## config.mk

```make
export PLATFORM = sky130hd
export DESIGN_NAME = uart_tx_queue
export DESIGN_NICKNAME = d
export VERILOG_FILES = /design/src/rtl/uart_tx_queue.sv
export SDC_FILE = /design/constraint.sdc
export NUM_CORES = 1
export LEC_CHECK = 0
export ABC_AREA = 1
export CORE_AREA = 2 2 110 112
export DETAILED_ROUTE_END_ITERATION = 6
export DIE_AREA = 0 0 112 114
export PLACE_DENSITY = 0.78
export SLEW_MARGIN = 30
export SYNTH_ARGS = -nofsm -noshare
export SYNTH_HDL_FRONTEND = slang
export SYNTH_SLANG_ARGS = --single-unit
```

## constraint.sdc

```tcl
create_clock -name CLK -period 4.35 [get_ports CLK]
set_input_delay 0.435 -clock CLK [delete_from_list [all_inputs] [get_ports CLK]]
set_output_delay 0.435 -clock CLK [all_outputs]
set_load 0.1 [all_outputs]
```

## src/rtl/uart_tx_queue.sv

```systemverilog
// uart_tx_queue: byte FIFO feeding a UART sender through a txen/txstatus
// handshake. One byte is popped into txdata and held for the whole frame;
// the next byte is only launched once the sender has gone busy and then
// returned to idle.
module uart_tx_queue #(
  parameter int DEPTH = 16,
  parameter int AW    = 4
) (
  input  logic          CLK,
  input  logic          reset,
  input  logic          wr_en,
  input  logic [7:0]    wr_data,
  input  logic          ovf_clr,
  input  logic          txstatus,
  output logic [7:0]    txdata,
  output logic          txen,
  output logic          full,
  output logic          empty,
  output logic [AW:0]   count,
  output logic          overflow,
  output logic          busy
);

  typedef enum logic [1:0] {IDLE, LAUNCH, WAIT_BUSY, WAIT_DONE} state_t;

  state_t          state_q;
  logic [7:0]      txdata_q;
  logic            txen_q;
  logic [AW-1:0]   wptr_q, wptr_d;
  logic [AW-1:0]   rptr_q, rptr_d;
  logic [AW:0]     count_q, count_d;
  logic            ovf_q, ovf_d;
  logic [7:0]      mem_q [DEPTH];

  logic            pop;
  logic            push;
  logic            drop;

  assign empty    = (count_q == '0);
  assign full     = (count_q == (AW+1)'(DEPTH));
  assign busy     = (state_q != IDLE);
  assign count    = count_q;
  assign overflow = ovf_q;
  assign txdata   = txdata_q;
  assign txen     = txen_q;

  // A pop frees a slot in the same cycle, so a push into a full queue is
  // still accepted when the FSM is popping at that edge.
  always_comb begin
    pop  = (state_q == IDLE) && !empty && txstatus;
    push = wr_en && (!full || pop);
    drop = wr_en && !push;

    wptr_d  = push ? wptr_q + AW'(1) : wptr_q;
    rptr_d  = pop  ? rptr_q + AW'(1) : rptr_q;

    count_d = count_q;
    if (push && !pop)      count_d = count_q + (AW+1)'(1);
    else if (pop && !push) count_d = count_q - (AW+1)'(1);

    // A drop in the same cycle as a clear leaves the flag set.
    ovf_d = ovf_q;
    if (drop)         ovf_d = 1'b1;
    else if (ovf_clr) ovf_d = 1'b0;
  end

  // Queue bookkeeping registers: pointers, occupancy and sticky overflow.
  always_ff @(posedge CLK or posedge reset) begin
    if (reset) begin
      wptr_q  <= '0;
      rptr_q  <= '0;
      count_q <= '0;
      ovf_q   <= 1'b0;
    end else begin
      wptr_q  <= wptr_d;
      rptr_q  <= rptr_d;
      count_q <= count_d;
      ovf_q   <= ovf_d;
    end
  end

  // Storage array; contents are don't-care after reset.
  always_ff @(posedge CLK) begin
    if (push) mem_q[wptr_q] <= wr_data;
  end

  // Sender handshake FSM with registered txdata and one-cycle txen pulse.
  always_ff @(posedge CLK or posedge reset) begin
    if (reset) begin
      state_q  <= IDLE;
      txen_q   <= 1'b0;
      txdata_q <= 8'h00;
    end else begin
      txen_q <= 1'b0;
      case (state_q)
        IDLE: begin
          if (pop) begin
            txdata_q <= mem_q[rptr_q];
            txen_q   <= 1'b1;
            state_q  <= LAUNCH;
          end
        end
        LAUNCH:    state_q <= WAIT_BUSY;
        WAIT_BUSY: if (!txstatus) state_q <= WAIT_DONE;
        WAIT_DONE: if (txstatus)  state_q <= IDLE;
        default:   state_q <= IDLE;
      endcase
    end
  end

endmodule

```

[Word-level counts from Yosys, hierarchy flattened]
Memory sizes are Yosys's and may differ from the RTL's. A register that Yosys moved wholly into a read port is not among the register bits.
Index checks and enable logic that the tools add are counted.
Operators by class
  add/subtract/negate cells: 4
  multipliers: 0
  div/mod/pow operators: 0
  $lt $le $gt $ge: 0
  eq/ne operators: 7
  shifts and indexed selects: 0
  muxes and demuxes: 12
  bitwise logic cells: 0
  reduce and logical (&&, ||, !) cells: 18
Operators by type and width (number)
  5-bit 2-to-1 mux: 2
  4-bit by 1-bit adder with 4-bit output (second input constant): 2
  2-bit one-hot mux with 4 select lines: 1
  1-bit logical AND: 6
  1-bit 2-to-1 mux: 6
  2-bit 2-to-1 mux: 3
  2-bit != test (second input constant): 3
  2-bit nonzero test: 3
  5-bit by 1-bit adder with 5-bit output (second input constant): 1
  5-bit == test (second input constant): 1
  5-bit logical NOT: 1
  5-bit by 1-bit subtractor with 5-bit output (second input constant): 1
  2-bit == test (second input constant): 2
  1-bit logical NOT: 4
  3-bit AND reduction: 1
  2-bit by 1-bit == test with 1-bit output (second input constant): 1
  2-bit logical NOT: 1
  2-bit AND reduction: 1
  1-bit logical OR: 1
Word-level totals
  register bits after elaboration: 17
  bits in latches: 0
  RAM bits: 128
  memory bits (read-only): 0
  input port bits: 13
  output and inout bits: 18
  logic and storage cells: 48
  memories kept: 1
Memory list
  mem_q: words 16, bits a word 8, read ports 1, clocked after memory_dff 1, wr ports 1, line 33  | logic [7:0] mem_q [DEPTH];

[Longest topological paths before layout]
  depth after elaboration: 10
  mapped depth: 15
  depth with buffers taken out: 15

[Least setup slack after synthesis]
OpenSTA, ideal clock, no wires.
  kind: reg2reg
  start: register count_q[4] (netlist: count[4])
  end: register count_q[4] (netlist: count[4])
  setup time: 0.122 ns
  arrival time: 3.576 ns
  required time: 4.228 ns
  setup slack: 0.652 ns
  cell stages (with the launch flop): 15
  buffers on the path: 0
  clock period less this slack: 3.698 ns
  path through: dfrtp_1 > inv_1 > nor2_2 > nand2_1 > nand2_4 > inv_2 > ha_1 > inv_1 > ha_1 > a21oi_1 > nand2_1 > a21oi_1 > o21ai_0 > nand2_1 > nand2_1
On the way
  elaborated cells between the ends (all ways): 17
  those cells by class: add/sub (2); eq/ne (1); mux (2); reduce/logical (12)
RTL lines
  start, declared: line 31  | logic [AW:0] count_q, count_d;
  start signal, assigned: line 77  | count_q <= count_d;
  5-bit == test (*): line 40  | assign full = (count_q == (AW+1)'(DEPTH));
  via full: line 17  | output logic full,
  1-bit logical NOT (*): line 51  | push = wr_en && (!full || pop);
  1-bit logical OR (*): line 51
  1-bit logical AND (*): line 51
  via push: line 36  | logic push;
  1-bit logical NOT: line 59  | else if (pop && !push) count_d = count_q - (AW+1)'(1);
  1-bit logical AND: line 59
  2-bit nonzero test (no source line)
Mark *: on every way through the listed nets, which the timed path passes. The rest lies on a longest branch. The select of a mux whose other input is x is not followed.
A chain may end at the register's enable or synchronous reset.

[Worst setup path after layout]
  start: register count_q[0] (netlist: count[0])
  end: output full
On the way
  word-level cells in the longest chain between the ends: 1
Ends and longest elaborated chain (line)
  5-bit == test: 40
  end, declared: 17
No other way between the ends.

==> impl_metrics.py <==
metrics = {
    "synthesis": {
        "yosysWarnings": 0,
        "synth_cells": 682,
        "synth_area_um2": 6870,
        "ys_types": 25,
        "syn_nets": 709,
        "synthTopCellsByArea": "edfxtp_1 (56%), nand2_1 (12%), dfrtp_1 (9.1%), nand3_1 (7.4%), inv_1 (6.5%)",
        "yosysSeqAreaShare_pct": 65.1,
        "ys_top_cells_by_count": "nand2_1 (214), edfxtp_1 (128), inv_1 (119)",
        "synth_most_common_cell": "nand2_1",
        "synth-seq-cells": 153,
        "synth_top_area_share_pct": 56.0,
        "post-synth-top-area-cell": "edfxtp_1",
        "synth_edf_count": 128,
        "synth_area_per_cell_um2": 10.1,
        "ys.flop_type": "edfxtp_1",
        "async_flop_share_pct": 16.3,
    },
    "placement": {
        "hpwl_mm": 9.17,
        "port_buffers": 30,
        "gp_congestion": 0.883,
        "place_area_um2": 7270,
    },
    "die": {
        "dieArea_um2": 12800,
        "die_h_um": 114,
        "start_util_pct": 58.7,
        "num_io_pins": 31,
        "fp.coreArea_um2": 11700,
        "std_cell_rows": 40,
        "die_x_um": 112,
    },
    "global_route": {
        "overflow": 0,
        "antenna_found_initial": 0,
        "grt_first_pass_wirelength_mm": 23.8,
        "grt_max_degree": 67,
        "grt_pass1_vias": 4598,
        "grt.total_usage_pct": 25.0,
    },
    "pwr": {
        "p_leak_nw": 3.45,
        "ir_worst_vdd_uv": 703,
        "p_sw_mw": 2.43,
        "internal_power_mw": 3.31,
        "clkPwrFrac_pct": 26.0,
        "swShare_pct": 42.3,
        "power_frac_seq_pct": 34.4,
        "comb_power_share_pct": 39.7,
        "power.density_nw_per_um2": 727,
    },
    "critical_path": {
        "cp-end-kind": "output pin",
        "cp_max_fo": 5,
        "crit_arrival_ns": 2.39,
        "worstSetupPathType": "reg2out",
        "worstPathRequired_ns": 3.91,
        "cp-start-kind": "register",
    },
    "timing": {
        "final-setup-viol-count": 0,
        "rsz0062_at_grt": "false",
        "timing_hold_violations_final": 0,
        "drv_slew": 0,
        "fin_tns_setup_ns": 0,
        "period_share_pct": 65.0,
        "relSlewSlack_pct": 34.1,
        "tightest_slew_ns": 0.985,
        "finClkSkew_ns": 0.00726,
        "fin_crit_ns": 2.83,
        "max_freq_mhz": 354,
    },
    "route": {
        "vias_per_cell": 5.43,
        "num_vias": 4716,
        "drtIter0Drc": 423,
        "wl_per_cell_um": 17.3,
        "routed_wirelength_mm": 15.0,
        "firstDrtPassIters": 5,
        "drtAntennaViolNets": 0,
        "drcViolationCount": 0,
    },
    "cts": {
        "htreeDepth": 4,
        "cts_resized": 0,
        "cts-root-buf": "clkbuf_16",
        "cts_buffers": 17,
        "clk_latency_ns": 0.42,
        "cts_buffer_depth": 2,
        "holdBufCountCts": 0,
        "cts_tree": "done",
        "cts_sinks": 153,
        "post_cts_buffers": 0,
        "clk_pin_slew_ns": 0.06,
    },
    "flow_run": {
        "maxCapViolCount": 0,
    },
    "final_layout": {
        "synthToLayoutAreaGrowth_pct": 14.9,
        "finalNetCount": 736,
        "final_area_um2": 7890,
        "diodes": 0,
        "drive_gt1_share_pct": 7.48,
    },
    "status": {
        "outcome": "completed",
    },
    "hold_path": {
        "hold_path.class": "in2async",
    },
}
[worst max-delay path, cell delays in order (launching register included)]
cell and delay [ns]:
dfrtp_1 0.45, nor2_2 0.15, nand3_1 0.08, nor2_2 0.13
clkdlybuf4s50_1 1.15
[flip-flops by register name, indices dropped and copies added (netlist names)]
name      cells
txen          1
state_q       2
rptr_q        4
txdata        8
count         5
wptr_q        4
mem_q       128
overflow      1
[final cells by class]
class,count,area (um^2)
flip-flops and latches,153,4470
fillers,840,3820
multi-input cells,378,1820
inverters,123,464
clock buffers,18,429
repair buffers,36,345
well taps,147,184
clock inverters,14,174
[cell usage in the layout, fill, tap and decap left out, types with 5 or more instances in the layout]
cell,netlist,routed
a21oi_1,5,5
buf_4,8,6
clkbuf_16,0,17
clkdlybuf4s50_1,0,30
dfrtp_1,25,24
edfxtp_1,128,128
ha_1,13,13
inv_1,119,118
nand2_1,214,214
nand3_1,102,102
nor2_1,5,5
nor3_2,0,10
o21ai_0,9,9
xor2_1,6,6
[through the flow]
stage	hold WS [ns]	utilization [%]	cells	setup slack, ns	power, mW
floorplan	0.462	-	682	0.652	3.67
global placement	0.476	61.8	837	1.51	4.14
detailed placement	0.480	62.1	837	1.38	4.22
CTS	0.496	67.2	869	1.51	5.72
global route	0.428	67.4	869	1.39	6.02
finish	0.385	67.4	869	1.52	5.74
[metal layers]
| layer | share of wire [%] | global-route usage (%) | up-vias |
|---|---|---|---|
| met5 | 0 | 0 | - |
| met4 | 2.6 | 9.51 | 0 |
| met3 | 8.4 | 6.00 | 32 |
| met2 | 50 | 41.4 | 227 |
| met1 | 39 | 32.7 | 2209 |
| li1 | - | - | 2248 |
[cell families (layout without fill, tap and decap cells)]
| kind of cell | Yosys count | count (layout) | share of synthesized area (%) |
|---|---|---|---|
| flops | 153 | 153 | 65.1 |
| buf+inv | 151 | 191 | 9.11 |
| compound gates | 17 | 17 | 1.27 |
| simple gates | 339 | 339 | 20.9 |
| fa+ha+maj | 14 | 14 | 2.66 |
| xor+xnor | 7 | 7 | 0.893 |
| mux | 1 | 1 | 0.146 |
[power groups by stage]
stage	clock [mW]	sequential, mW	combinational [mW]
2_1_floorplan	0	2.37	1.30
3_3_place_gp	0	1.99	2.15
3_5_place_dp	0	2.00	2.22
4_1_cts	1.50	1.97	2.25
5_1_grt	1.57	1.99	2.45
6_report	1.49	1.97	2.28
[path summary, 6_finish.rpt]
check / from / to / slack [ns] / cells past startpoint
max: count[0] / full / 1.52 / 4
min: reset / txen / 0.39 / 2
max reg2reg: state_q[0] / count[4] / 1.56 / 14
min reg2reg: txdata[1] / txdata[1] / 0.49 / 2
max in group asynchronous: reset / rptr_q[0] / 3.58 / 2
min in group CLK: txdata[1] / txdata[1] / 0.49 / 2
No activity file was read; power rests on OpenSTA's default activity.
